## src/rtl/comp_sel_stream.sv

```systemverilog
//------------------------------------------------------------------------------
// Module      : comp_sel_stream
// Description : N-way compressed-block selector/streamer. Picks the smallest
//               encoder output per block, streams it, drains the others.
//               Optional header beat enabled by macro COMP_SEL_HDR_EN.
// Revision    : 1.0 - initial release
//------------------------------------------------------------------------------
`default_nettype none

module comp_sel_stream #(
   parameter int N_CH      = 3,
   parameter int D_W       = 64,
   parameter int S_W       = 11,
   parameter int BLK_WORDS = 8
) (
   input  logic                      clk,
   input  logic                      rst_n,
   input  logic [N_CH*S_W-1:0]       size_i,
   input  logic [N_CH-1:0]           size_emp_i,
   input  logic [N_CH*D_W-1:0]       data_i,
   input  logic [N_CH-1:0]           data_emp_i,
   input  logic                      ready_i,
   output logic                      size_rd_o,
   output logic [N_CH-1:0]           data_rd_o,
   output logic [D_W-1:0]            data_o,
   output logic                      valid_o,
   output logic                      sop_o,
   output logic                      eop_o,
   output logic [$clog2(N_CH)-1:0]   sel_o,
   output logic                      busy_o,
   output logic                      err_o
);

   localparam int c_SEL_W    = $clog2(N_CH);
   localparam int c_CNT_W    = $clog2(BLK_WORDS + 1);
   localparam int c_MAX_BITS = BLK_WORDS * D_W;

   typedef enum logic [1:0] {
      ST_IDLE   = 2'd0,
      ST_SEL    = 2'd1,
      ST_HDR    = 2'd2,
      ST_STREAM = 2'd3
   } state_t;

   state_t               r_state;
   logic [c_SEL_W-1:0]   r_sel;
   logic [c_CNT_W-1:0]   r_win_cnt;
   logic [c_CNT_W-1:0]   r_drain_cnt [N_CH];
   logic                 r_first;
   logic                 r_err;
`ifdef COMP_SEL_HDR_EN
   logic [S_W-1:0]       r_win_size;
   logic [D_W-1:0]       w_hdr;
`endif

   logic [c_SEL_W-1:0]   w_win;
   logic [S_W-1:0]       w_win_size;
   logic                 w_over;
   logic                 w_active;
   logic                 w_win_empty;
   logic [D_W-1:0]       w_win_data;
   logic                 w_beat;
   logic [c_CNT_W-1:0]   w_win_nxt;
   logic [c_CNT_W-1:0]   w_drain_nxt [N_CH];
   logic                 w_done;

   // Block length in words: at least one word, saturated at the raw block size.
   function automatic logic [c_CNT_W-1:0] f_words(input logic [S_W-1:0] s);
      int unsigned v;
      v = (32'(s) + 32'(D_W) - 32'd1) / 32'(D_W);
      if (v == 0) v = 1;
      if (v > 32'(BLK_WORDS)) v = 32'(BLK_WORDS);
      return c_CNT_W'(v);
   endfunction

   // Strict less-than keeps the lowest index on ties.
   always_comb begin
      w_win      = '0;
      w_win_size = size_i[S_W-1:0];
      w_over     = 1'b0;
      for (int k = 0; k < N_CH; k++) begin
         if (32'(size_i[k*S_W +: S_W]) > 32'(c_MAX_BITS)) w_over = 1'b1;
         if (size_i[k*S_W +: S_W] < w_win_size) begin
            w_win      = c_SEL_W'(k);
            w_win_size = size_i[k*S_W +: S_W];
         end
      end
   end

   always_comb begin
      w_active    = (r_state == ST_HDR) || (r_state == ST_STREAM);
      w_win_empty = 1'b1;
      w_win_data  = '0;
      for (int k = 0; k < N_CH; k++) begin
         if (r_sel == c_SEL_W'(k)) begin
            w_win_empty = data_emp_i[k];
            w_win_data  = data_i[k*D_W +: D_W];
         end
      end
`ifdef COMP_SEL_HDR_EN
      w_hdr        = '0;
      w_hdr[23:16] = 8'(r_sel);
      w_hdr[15:0]  = 16'(r_win_size);
`endif
      valid_o = 1'b0;
      data_o  = '0;
      sop_o   = 1'b0;
      eop_o   = 1'b0;
      case (r_state)
         ST_STREAM: begin
            if (!w_win_empty && (r_win_cnt != '0)) begin
               valid_o = 1'b1;
               data_o  = w_win_data;
               sop_o   = r_first;
               eop_o   = (r_win_cnt == c_CNT_W'(1));
            end
         end
`ifdef COMP_SEL_HDR_EN
         ST_HDR: begin
            valid_o = 1'b1;
            data_o  = w_hdr;
            sop_o   = 1'b1;
         end
`endif
         default: ;
      endcase
      w_beat = valid_o & ready_i;

      // Losers drain regardless of downstream ready.
      data_rd_o = '0;
      w_win_nxt = r_win_cnt;
      w_done    = 1'b1;
      for (int k = 0; k < N_CH; k++) begin
         w_drain_nxt[k] = r_drain_cnt[k];
         if (r_sel == c_SEL_W'(k)) begin
            if ((r_state == ST_STREAM) && w_beat) data_rd_o[k] = 1'b1;
         end else if (w_active && (r_drain_cnt[k] != '0) && !data_emp_i[k]) begin
            data_rd_o[k]   = 1'b1;
            w_drain_nxt[k] = r_drain_cnt[k] - c_CNT_W'(1);
         end
         if (w_drain_nxt[k] != '0) w_done = 1'b0;
      end
      if ((r_state == ST_STREAM) && w_beat) w_win_nxt = r_win_cnt - c_CNT_W'(1);
      if (w_win_nxt != '0) w_done = 1'b0;
   end

   always_ff @(posedge clk or negedge rst_n) begin
      if (!rst_n) begin
         r_state   <= ST_IDLE;
         r_sel     <= '0;
         r_win_cnt <= '0;
         r_first   <= 1'b0;
         r_err     <= 1'b0;
         for (int k = 0; k < N_CH; k++) r_drain_cnt[k] <= '0;
`ifdef COMP_SEL_HDR_EN
         r_win_size <= '0;
`endif
      end else begin
         case (r_state)
            ST_IDLE: begin
               if (size_emp_i == '0) r_state <= ST_SEL;
            end
            ST_SEL: begin
               r_sel     <= w_win;
               r_win_cnt <= f_words(w_win_size);
               r_first   <= 1'b1;
               if (w_over) r_err <= 1'b1;
               for (int k = 0; k < N_CH; k++)
                  r_drain_cnt[k] <= (c_SEL_W'(k) == w_win) ? '0 : f_words(size_i[k*S_W +: S_W]);
`ifdef COMP_SEL_HDR_EN
               r_win_size <= w_win_size;
               r_state    <= ST_HDR;
`else
               r_state    <= ST_STREAM;
`endif
            end
`ifdef COMP_SEL_HDR_EN
            ST_HDR: begin
               r_first <= 1'b0;
               for (int k = 0; k < N_CH; k++) r_drain_cnt[k] <= w_drain_nxt[k];
               if (ready_i) r_state <= ST_STREAM;
            end
`endif
            ST_STREAM: begin
               r_win_cnt <= w_win_nxt;
               for (int k = 0; k < N_CH; k++) r_drain_cnt[k] <= w_drain_nxt[k];
               if (w_beat) r_first <= 1'b0;
               if (w_done) r_state <= ST_IDLE;
            end
            default: r_state <= ST_IDLE;
         endcase
      end
   end

   assign size_rd_o = (r_state == ST_SEL);
   assign busy_o    = (r_state != ST_IDLE);
   assign sel_o     = r_sel;
   assign err_o     = r_err;

endmodule

`default_nettype wire

```

## config.mk

```make
export PLATFORM = sky130hd
export DESIGN_NAME = comp_sel_stream
export DESIGN_NICKNAME = d
export VERILOG_FILES = /design/src/rtl/comp_sel_stream.sv
export SDC_FILE = /design/constraint.sdc
export NUM_CORES = 1
export LEC_CHECK = 0
export ABC_AREA = 1
export BUFFER_PORTS_ARGS = -buffer_cell sky130_fd_sc_hd__buf_4
export CAP_MARGIN = 20
export CORE_AREA = 2 2 119 121
export CTS_BUF_LIST = sky130_fd_sc_hd__clkbuf_4 sky130_fd_sc_hd__clkbuf_8
export CTS_CLUSTER_DIAMETER = 100
export CTS_CLUSTER_SIZE = 12
export DETAILED_ROUTE_END_ITERATION = 16
export DIE_AREA = 0 0 121 123
export GPL_TIMING_DRIVEN = 0
export SYNTH_ARGS = -nofsm -noshare
export SYNTH_HDL_FRONTEND = slang
export SYNTH_SLANG_ARGS = --single-unit
```

## constraint.sdc

```tcl
create_clock -name clk -period 2.7 [get_ports clk]
set_input_delay 0.81 -clock clk [delete_from_list [all_inputs] [get_ports clk]]
set_output_delay 0.81 -clock clk [all_outputs]
set_load 0.02 [all_outputs]
```

# Yosys cells after proc, flatten, opt, wreduce, memory -nomap -nowiden
# Index checks and enable logic that the tools add are counted.
# W data, S select, Z words.
# word_totals
regBits	22
input_bits	234
wordCells	136
# classes
add_sub_neg	12
n_lt_le_gt_ge	9
n_eq_ne	11
muxes	61
n_bitwise	1
reduce_logical	34
# op_table
operator	count
$mux W64	5
$gt A32 B4 Y1 const B	4
$logic_not A32 Y1	4
$mux W32	4
$mux W26	4
$mux W4	14
$sub A12 B1 Y13 const B	4
$add A11 B7 Y12 const B	4
$gt A11 B10 Y1 const B	3
$reduce_bool A4 Y1	8
$mux W1	25
$pmux W12 S2	1
$lt A11 B11 Y1	2
$mux W11	2
$sub A4 B1 Y4 const B	4
$logic_and A1 B1 Y1	8
$pmux W4 S2	1
$eq A2 B2 Y1 const B	3
$logic_not A2 Y1	3
$mux W2	3
$ne A2 B2 Y1 const B	3
$pmux W2 S3	1
$reduce_and A2 Y1	3
$eq A2 B1 Y1 const B	2
other kinds (9)	13

# Logic depth before layout (Yosys ltp)
# logic_depth
ltp_word	15
depth_mapped	29

# Least setup slack after synthesis
# OpenSTA, ideal clock, no wires.
# synth_timing
path_type	input-to-reg
start	input size_i[10]
end	register r_win_cnt[0]
setup_time_ps	76
arrival_ps	3808
required_ps	2624
setup_slack_ps	-1184
cell_stages	24
path_buffers	2
path_cell_list	inv_1 ha_1 a21o_1 nor2_4 nand3_4 buf_6 o21ai_0 inv_1 ha_1 nand2_1 o21a_1 o221a_2 nand2_2 buf_6 nand2_4 nand2_4 nand3_2 nand2_1 nand2_2 nor2_2 nand2_1 nand2_1 nand2_1 o21bai_2
# synth_between
elab_chain_cells	12
# synth_lines
element	line	rtl
start: declaration	18	input logic [N_CH*S_W-1:0] size_i,
$lt A11 B11 Y1	83	if (size_i[k*S_W +: S_W] < w_win_size) begin
$mux W11 (*)	83	
$lt A11 B11 Y1	83	
$mux W11 (*)	83	
$add A11 B7 Y12 (*)	70	v = (32'(s) + 32'(D_W) - 32'd1) / 32'(D_W);
$sub A12 B1 Y13 (*)	70	
$logic_not A32 Y1	71	if (v == 0) v = 1;
$mux W26 (*)	71	
$mux W32 (*)	159	case (r_state)
$gt A32 B4 Y1	72	if (v > 32'(BLK_WORDS)) v = 32'(BLK_WORDS);
$mux W4 (*)	72	
$pmux W4 S2 (*)	159	
end signal: assignment	165	r_win_cnt <= f_words(w_win_size);
end signal: assignment	185	r_win_cnt <= w_win_nxt;
end: declaration	47	logic [c_CNT_W-1:0] r_win_cnt;
# Mark *: on every way between the ends. The rest lies on a longest branch, timed or not. The select of a mux whose other input is x is not followed.
# A chain may end at the register's enable or synchronous reset.

# Worst setup path in the final report
# layout_timing
start	input size_i[6]
end	register r_win_cnt[0]
# The elaborated chain is that of the path after synthesis.

==> impl_metrics.csv <==
group,metric,value,unit
status,outcome,"finished, violations left",
status,violations,"negative setup slack",
clocking,cts_tree,"yes",
clocking,hold_buffers,0,
drt,wire_per_inst,19.4,um
floorplan,die_h,123,um
clocking,clockBufferDepth,2,
clocking,root_buffer,"clkbuf_8",
clocking,path_clk_slew,0.08,ns
drt,drc,0,
setup_path,max_stage_delay,0.27,ns
drt,ant_nets,0,
cells_and_area,drive_gt1_share,53.7,%
grt,grt_max_degree,23,
sta,finalCritPeriodShare,133,%
setup_path,r2r_end,"r_state[0]",
pwr,p_leak,3.95,nW
drt,firstDrtPassIters,5,
clocking,htreeDepth,1,
sta,layout_setup_ws,-0.900,ns
floorplan,chipWidth,121,um
yosys,yosysTopAreaCellShare,28.7,%
grt,grt_pass1_wl,34100,um
yosys,yosysWarnings,0,
pwr,peakVddDrop,570,uV
setup_path,crit_fanout,8,
grt,grt_use_total,30.0,%
cells_and_area,antenna_cells,0,
sta,worst_pin_slew,0.622,ns
pwr,intPower,2.84,mW
setup_path,rr_startpoint,"r_state[0]",
cells_and_area,final_cell_mix,"nand2_1, buf_4, buf_6",
setup_path,cp.arrival,3.80,ns
pwr,p_per_area,692,nW/um^2
cells_and_area,mostFrequentLayoutCell,"nand2_1",
floorplan,rows,43,
sta,fmax,278,MHz
run,max_cap_violations,0,
drt,drt_iter0_drc,419,
floorplan,io_pins,309,
setup_path,crit_buf_inv,6,
clocking,clk_latency,0.27,ns
yosys,netlist_instances,710,
sta,hold_ws,0.414,ns
grt,grt_antenna_before_repair,0,
place,globalplace.congestion,0.905,
pwr,clockPowerShare,3.8,%
yosys,synth_cell_type_count,45,
pwr,p_total,6.37,mW
clocking,cts_buffers,3,
setup_path,cp-start-kind,"primary input",
floorplan,initial_utilization,28.9,%
pwr,pwr-share-comb,86.3,%
sta,layout_min_cycle_time,3.60,ns
floorplan,dieArea,14900,sq um
setup_path,endpoint_kind,"flop",
grt,grt_pass1_vias,6129,
sta,grt_setup_unrepaired,"true",
yosys,ys_ff_latch,22,
place,dpl.cell_count,1198,
place,placed_cell_area,7280,sq um
setup_path,reg2reg_depth,16,
setup_path,reg2reg_slack,0,ns
yosys,netlist_area,3940,sq um
pwr,seqPwrFrac,9.9,%
yosys,yosys.area.top_type,"nand2_1",
pwr,switchingPower,3.53,mW
cells_and_area,stdcell_count,1240,
place,io_buffers,308,
grt,grt-ovfl-total,0,
sta,finalSetupViolations,90,
min_path,worstHoldPathType,"in -> async",
drt,routed_wl,24000,um
setup_path,cp.depth,26,
sta,hold_viol,0,
sta,skew,0.00635,ns
yosys,synth_area_per_cell,5.55,sq um
setup_path,startpoint,"size_i[6]",
setup_path,slowest_stage,"ha_4",
setup_path,cp_data_required_time,2.90,ns
cells_and_area,nets,1320,
sta,maxSlewViolCount,0,
yosys,syn-num-nets,969,
cells_and_area,area_growth,134,%
setup_path,critPathKind,"in -> reg",
yosys,yosysSeqAreaShare,14.0,%
cells_and_area,n_fill_cell,1192,
drt,viasPerCell,5.09,
clocking,clock-sinks,22,
pwr,swShare,55.5,%
place,pre_cts_slack,-1.48,ns
sta,max_slew_margin,58.2,%
sta,fin_setup_tns,-30.79,ns
floorplan,design.core.area,13600,sq um
yosys,yosys-top-cells-area,"nand2_1, dfrtp_1, a31oi_1",
cells_and_area,fin_util,67.6,%
place,dp_hpwl,18800,um
drt,num_vias,6316,
cells_and_area,stdcell_area,9210,sq um
setup_path,critical_path.top_delay_family,"simple AND/OR/NAND/NOR gates",
setup_path,crit_end,"r_win_cnt[0]",
per-layer routing:
layer  vias up  track usage (%)  routed length [um]
li1       3056                -                   -
met1      2952             41.8               10400
met2       280             47.4               10900
met3        28             7.93                2310
met4         0             4.72                 447
met5         -                0                   0
cells by family (layout without fill, tap and decap cells):
| family | after synthesis | in the layout | synth area share, % |
|---|---|---|---|
| AO/OA/AOI/OAI | 136 | 136 | 21.3 |
| XOR/XNOR | 10 | 10 | 2.22 |
| adder cells (fa/ha/maj) | 25 | 25 | 7.94 |
| buffers and inverters | 108 | 458 | 10.8 |
| flip-flops | 22 | 22 | 14.0 |
| AND/OR/NAND/NOR | 409 | 409 | 43.8 |
registers in the layout, summed over array words and instances, names as in the netlist:
name	cells
err_o	1
r_drain_cnt	12
r_first	1
r_state	2
r_win_cnt	4
sel_o	2
worst min-delay path by stage:
stage,from,end,slack [ns],cells after the start
floorplan,r_drain_cnt[10],r_drain_cnt[10],0.50,2
global placement,err_o,err_o,0.47,1
CTS,rst_n,err_o,0.43,1
detailed placement,err_o,err_o,0.47,1
finish,rst_n,err_o,0.41,1
global route,rst_n,r_drain_cnt[8],0.43,1
power groups by stage:
stage                     sequential (mW)  clock, mW  combinational [mW]
final                               0.630      0.245                5.49
after global routing                0.648      0.264                5.86
after CTS                           0.610      0.248                5.25
after detailed placement            0.609          0                3.96
after global placement              0.614          0                3.95
after floorplan                     0.586          0                2.60
layout make-up:
| cell class | instances | area [sq um] | share of cell area, % |
|---|---|---|---|
| inverters | 74 | 343 | 3.72 |
| flip-flops and latches | 22 | 553 | 6.01 |
| plain buffers | 34 | 363 | 3.94 |
| clock buffers | 4 | 55.1 | 0.598 |
| multi-input cells | 580 | 4550 | 49.4 |
| well taps | 180 | 225 | 2.45 |
| repair buffers | 346 | 3120 | 33.9 |
timing repair:
action | 4_1_cts | 5_1_grt
pin swaps | 27 | 39
cloned | 9 | 0
setup buffers | 26 | 6
setup endpoints to repair | 89 | 90
gates resized for setup | 258 | 68
cells in the mapped netlist, drive strengths merged:
cell,instances
a211oi,1
a21boi,1
a21o,1
a21oi,15
a221o,1
a22oi,9
a31oi,64
and2,2
buf,10
clkbuf,24
clkinv,1
dfrtp,22
ha,25
inv,73
nand2,313
nand3,21
nand3b,3
nand4,8
nor2,45
nor3,8
nor4,7
o2111ai,2
o211ai,2
o21a,1
o21ai,31
o21bai,3
o221a,1
o221ai,2
o22ai,2
or2,2
xor2,10
worst reg2reg max path, stage by stage, from the launching register on:
cell	delay, ns
dfrtp_1	0.34
buf_2	0.22
nand2_1	0.18
inv_1	0.24
nand2_2	0.18
buf_6	0.17
inv_6	0.06
nand2_8	0.08
inv_6	0.07
buf_6	0.12
nand2_4	0.07
nor3_4	0.17
xor2_1	0.12
nor3_2	0.26
nand4_1	0.11
nand2_1	0.12
o21ai_1	0.07
(Power assumes the default switching activity.)
